File: config.mk
export PLATFORM = sky130hd
export DESIGN_NAME = pe_nic
export DESIGN_NICKNAME = d
export VERILOG_FILES = /design/src/rtl/pe_nic.sv
export SDC_FILE = /design/constraint.sdc
export NUM_CORES = 1
export LEC_CHECK = 0
export ABC_AREA = 1
export BUFFER_PORTS_ARGS = -buffer_cell sky130_fd_sc_hd__buf_4
export CAP_MARGIN = 20
export CORE_MARGIN = 5
export CORE_UTILIZATION = 52
export CTS_CLUSTER_SIZE = 20
export DETAILED_ROUTE_END_ITERATION = 7
export HOLD_SLACK_MARGIN = 0.1
export PLACE_DENSITY = 0.78
export SYNTH_ARGS = -nofsm -noshare
export SYNTH_HDL_FRONTEND = slang
export SYNTH_SLANG_ARGS = --single-unit
File: constraint.sdc
create_clock -name clk -period 2.5 [get_ports clk]
set_input_delay 0.25 -clock clk [delete_from_list [all_inputs] [get_ports clk]]
set_output_delay 0.25 -clock clk [all_outputs]
set_load 0.01 [all_outputs]
File: src/rtl/pe_nic.sv
// Network interface between a PE and a router's PE channel pair: one TX and
// one RX packet buffer, memory-mapped to the PE, with polarity-gated injection.
module pe_nic #(
  parameter int DATA_WIDTH = 64
) (
  input  logic                  clk,
  input  logic                  reset,
  input  logic [1:0]            addr,
  input  logic [DATA_WIDTH-1:0] d_in,
  output logic [DATA_WIDTH-1:0] d_out,
  input  logic                  nic_en,
  input  logic                  nic_wr_en,
  input  logic                  polarity_in,
  output logic                  pesi,
  output logic [DATA_WIDTH-1:0] pedi,
  input  logic                  peri,
  input  logic                  peso,
  input  logic [DATA_WIDTH-1:0] pedo,
  output logic                  pero
);

  localparam logic [1:0] ADDR_RX_DATA   = 2'd0;
  localparam logic [1:0] ADDR_RX_STATUS = 2'd1;
  localparam logic [1:0] ADDR_TX_DATA   = 2'd2;
  localparam logic [1:0] ADDR_TX_STATUS = 2'd3;

  logic [DATA_WIDTH-1:0] tx_buf_reg, tx_buf_next;
  logic                  tx_full_reg, tx_full_next;
  logic                  tx_drop_reg, tx_drop_next;
  logic [DATA_WIDTH-1:0] rx_buf_reg, rx_buf_next;
  logic                  rx_full_reg, rx_full_next;
  logic [DATA_WIDTH-1:0] d_out_reg, d_out_next;

  logic wr_tx;
  logic rd_en;
  logic rx_accept;

  assign wr_tx = nic_en & nic_wr_en & (addr == ADDR_TX_DATA);
  assign rd_en = nic_en & ~nic_wr_en;

  // Outputs are gated by reset so they drop the instant reset asserts.
  assign pesi      = reset & tx_full_reg & peri & (polarity_in == tx_buf_reg[DATA_WIDTH-1]);
  assign pedi      = pesi ? tx_buf_reg : '0;
  assign pero      = reset & ~rx_full_reg;
  assign rx_accept = peso & pero;
  assign d_out     = d_out_reg;

  always_comb begin
    tx_buf_next  = tx_buf_reg;
    tx_full_next = tx_full_reg;
    tx_drop_next = tx_drop_reg;
    rx_buf_next  = rx_buf_reg;
    rx_full_next = rx_full_reg;
    d_out_next   = d_out_reg;

    if (pesi) begin
      tx_full_next = 1'b0;
    end

    if (rd_en) begin
      case (addr)
        ADDR_RX_DATA: begin
          d_out_next   = rx_buf_reg;
          rx_full_next = 1'b0;
        end
        ADDR_RX_STATUS: d_out_next = {{(DATA_WIDTH-1){1'b0}}, rx_full_reg};
        ADDR_TX_STATUS: begin
          d_out_next   = {{(DATA_WIDTH-2){1'b0}}, tx_drop_reg, tx_full_reg};
          tx_drop_next = 1'b0;
        end
        default: d_out_next = d_out_reg;
      endcase
    end

    // Fullness is judged on the registered flag, so a write in the draining
    // cycle is still dropped; a drop also overrides a same-cycle status clear.
    if (wr_tx) begin
      if (tx_full_reg) begin
        tx_drop_next = 1'b1;
      end else begin
        tx_buf_next  = d_in;
        tx_full_next = 1'b1;
      end
    end

    if (rx_accept) begin
      rx_buf_next  = pedo;
      rx_full_next = 1'b1;
    end
  end

  always_ff @(posedge clk or negedge reset) begin
    if (!reset) begin
      tx_buf_reg  <= '0;
      tx_full_reg <= 1'b0;
      tx_drop_reg <= 1'b0;
      rx_buf_reg  <= '0;
      rx_full_reg <= 1'b0;
      d_out_reg   <= '0;
    end else begin
      tx_buf_reg  <= tx_buf_next;
      tx_full_reg <= tx_full_next;
      tx_drop_reg <= tx_drop_next;
      rx_buf_reg  <= rx_buf_next;
      rx_full_reg <= rx_full_next;
      d_out_reg   <= d_out_next;
    end
  end

endmodule

### After elaboration in Yosys (flattened, before gate mapping)

Index checks and enable logic that the tools add are counted.

* bitwise gates (word level): 11
* reduce and logical (&&, ||, !) cells: 7
* multiplexer cells: 12
* eq/ne operators: 4

Operators with widths (number)
* case mux 64 bit (3 select lines): 1
* two-way mux 64 bit: 1
* two-way mux 1 bit: 10
* bitwise AND 1 bit: 8
* AND reduction 2 bit: 3
* equality test 2 bit, second input constant: 2
* nonzero test 2 bit: 2
* inverter 1 bit: 3
* nonzero test 3 bit: 1
* equality test 2 x 1 -> 1 bit, second input constant: 1
* zero test 2 bit: 1
* equality test 1 bit: 1

* word-level logic and storage cells: 40
* register bits after elaboration: 195
* output and inout bits: 130

### Logic depth before layout (Yosys ltp)

* word-level depth: 6
* gate-level depth with buffers: 8
* depth with buffers taken out: 6

### Least setup slack after synthesis

OpenSTA, ideal clock, no wires.

* path kind: register to output
* start: reg tx_buf_reg[63]
* end: out pedi[54]
* data arrival time: 1068 ps
* data required time: 2250 ps
* cell stages (with the launch flop): 8
* path slack: 1182 ps
* buffers on the path: 2
* path through: dfrtp_1 > inv_1 > nand2_1 > nand2_1 > nand2_1 > buf_2 > buf_2 > nor2_1

* longest elaborated chain between the ends: 3

RTL lines
* from (decl): RTL line 27 `logic [DATA_WIDTH-1:0] tx_buf_reg, tx_buf_next;`
* from (signal assigned): RTL line 101 `tx_buf_reg <= tx_buf_next;`
* equality test 1 bit: RTL line 42 `assign pesi = reset & tx_full_reg & peri & (polarity_in == tx_buf_reg[DATA_WIDTH-1]);`
* bitwise AND 1 bit: RTL line 42
* two-way mux 64 bit: RTL line 43 `assign pedi = pesi ? tx_buf_reg : '0;`
* to (decl): RTL line 15 `output logic [DATA_WIDTH-1:0] pedi,`

Every way passes these cells.

### Final worst setup path

* start: in reset
* end: out pedi[56]

* longest elaborated chain between the ends: 4

RTL lines
* from (decl): RTL line 7 `input logic reset,`
* bitwise AND 1 bit (3 in series): RTL line 42
* two-way mux 64 bit: RTL line 43

Every way passes these cells.

==> qor.yml <==
cts-root-buf: "clkbuf_16"
syn_nets: 1144
pwr-share-clk: 0.266
fin_setup_tns_ns: 0
grt_overflow: 0
drtIter0Drc: 623
vias_per_cell: 5.15
outcome: "finished clean"
timing.final.ws_setup_ns: 0.114
port_buffers: 266
rsz0062_at_grt: "no"
stdcell_area_um2: 12300
critPathRequiredTime_ns: 2.25
die-area_um2: 18500
crit_path_max_fanout: 51
crit_path_end: "pedi[56]"
clkTransAtPathRegs_ns: 0.07
worst-path-stages: 8
maxCapViolCount: 0
ys_top_cells_by_area: "dfrtp_1, nand2_1, nand3_1, inv_1, nor2_1"
antenna_found_initial: 0
critPathMaxStageDelay_ns: 0.59
drcViolationCount: 0
via_count: 8237
start_util: 0.525
pre_cts_slack_ns: 0.610
swShare: 0.333
synth.top_cell.area_share: 0.592
area_growth_pct: 49.6
yosysSeqAreaShare: 0.592
first_global_vias: 8229
syn_inst: 1007
wl_per_cell_um: 16.3
setup_viol: 0
p_int_mw: 7.35
postSynthAreaPerCell_um2: 8.19
end_kind: "output port"
synth_cell_types: 13
critPathLaunchType: "primary input"
post-route-min-period_ns: 2.39
synthesis.area_um2: 8250
critPathKind: "primary input to output port"
ys_ff_latch: 195
grt_first_pass_wirelength_mm: 41.9
reg2reg_from: "tx_full_reg$_DFF_PN0_"
p_sw_mw: 3.67
nets: 1506
worstReg2RegEnd: "tx_buf_reg[32]$_DFFE_PN0P_"
yosysWarnings: 0
design.core.area_um2: 15700
worst_slew_pin_slew_ns: 0.757
num_io_pins: 267
rrSetupSlack_ns: 0.82
dp_hpwl_mm: 15.1
dpl-instance-area_um2: 10400
cp_slowest_cell: "dlygate4sd3_1"
clock_latency_ns: 0.42
powerDensity_nw_per_um2: 894
crit_path_frequent_cell: "buf_12"
crit_chain: "dlygate4sd3_1, buf_12, inv_1, nor2_2, nand2_4, buf_12, nor2_1, buf_4"
min_path_type: "primary input to flip-flop"
cts_sinks: 195
row_count: 46
holdWs_ns: 0.173
synth_common_cells: "nand2_1, dfrtp_1, nand3_1, inv_1, nor2_1"
crit_buf_inv: 5
final-hold-violation-count: 0
vdd_ir_drop_max_mv: 0.536
slew_viol_final: 0
finalCritPeriodShare: 0.954
drtAntennaViolNets: 0
synthArstFlopShare: 1.00
wl_mm: 26.1
grt_usage: 0.286
numCtsBuffers: 17
cts_tree: "yes"
die_height_um: 136
synth_edf_count: 0
place.gp.congestion: 0.793
skew_ns: 0.00829
die_w_um: 136
p_leak_nw: 6.85
dr.pass1.iters: 5
path_delay_family: "buffers and inverters"
htreeDepth: 4
cts_setup_buffers: 0
rr_worst_depth: 5
yosysMostFrequentCell: "nand2_1"
pwr-share-comb: 0.266
final_layout_size_suffix_gt1_frac: 0.234
grt_max_degree: 66
power_frac_seq: 0.468
clk_path_buf_depth: 2
setup.worst_path.start: "reset"
synth-main-ff-cell: "dfrtp_1"
crit_arrival_ns: 2.14
fmax_mhz: 419
yosys.area.top_type: "dfrtp_1"
maxSlewHeadroom: 0.496
==> logic make-up (layout without fill, tap and decap cells) <==
group,Yosys count,after routing,synth area share
simple gates,670,670,0.335
flops,195,195,0.592
buf+inv,140,515,0.0721
compound gates,2,2,0.00121
other cells,0,1,0
==> repair_timing <==
item / 4_1_cts / 5_1_grt
gates resized for setup: 0 / 4
hold buffers: 129 / 0
endpoints found under the setup margin: 0 / 52
endpoints found under the hold margin: 152 / 0
==> metrics by stage <==
step | utilization | power (mW) | std cells
floorplan | - | 6.59 | 1007
global placement | 0.661 | 7.67 | 1437
detailed placement | 0.661 | 7.80 | 1437
CTS | 0.784 | 10.9 | 1598
global route | 0.785 | 11.7 | 1598
finish | 0.785 | 11.0 | 1599
==> per-layer routing <==
layer | global-route usage | routed length, um | vias to the layer above
li1 | - | - | 3842
met1 | 0.357 | 10000 | 3886
met2 | 0.476 | 12800 | 447
met3 | 0.0729 | 2560 | 62
met4 | 0.122 | 808 | 0
met5 | 0 | 0 | -
==> how the worst min path moves through the flow <==
stage | start | to | cells after the start
floorplan | reset | d_out[0]$_DFFE_PN0P_ | 0
global placement | reset | tx_buf_reg[3]$_DFFE_PN0P_ | 1
detailed placement | reset | tx_buf_reg[3]$_DFFE_PN0P_ | 1
CTS | addr[1] | d_out[1]$_DFFE_PN0P_ | 4
global route | addr[1] | d_out[0]$_DFFE_PN0P_ | 4
finish | addr[1] | d_out[1]$_DFFE_PN0P_ | 4
==> cell usage in the layout (no fill, tap or decap) <==
cell	instances
o21ai_0	1
inv_6	3
inv_2	3
diode_2	1
nor2_2	1
clkbuf_16	17
buf_4	277
buf_12	5
clkbuf_8	2
nand3_1	194
dlygate4sd3_1	129
inv_1	69
bufinv_16	4
nand2_2	3
clkinv_2	4
nand2_1	404
clkinv_4	1
nand2_4	1
nor2_4	3
clkbuf_1	1
dfrtp_1	195
a21oi_1	1
nor2_1	64
==> worst min-delay path, cell delays in order <==
cell and delay (ns):
buf_4 0.13, a21oi_1 0.08, nand2_1 0.06, nand2_1 0.04
==> power groups by stage <==
stage	logic, mW	registers, mW	clock network (mW)
after global placement	2.60	5.07	0
after global routing	3.33	5.27	3.10
after detailed placement	2.67	5.13	0
final	2.94	5.16	2.93
after floorplan	1.54	5.05	0
after CTS	2.85	5.08	2.97
==> area by class of cell <==
cell class,instances,area (um2)
clock inverter,12,175
antenna,1,2.50
multi-input combinational,672,2810
clock buffer,20,457
inverter,72,270
sequential,195,4880
tap,216,270
fill,994,3380
timing repair buffer,411,3470
(Power assumes the default switching activity.)
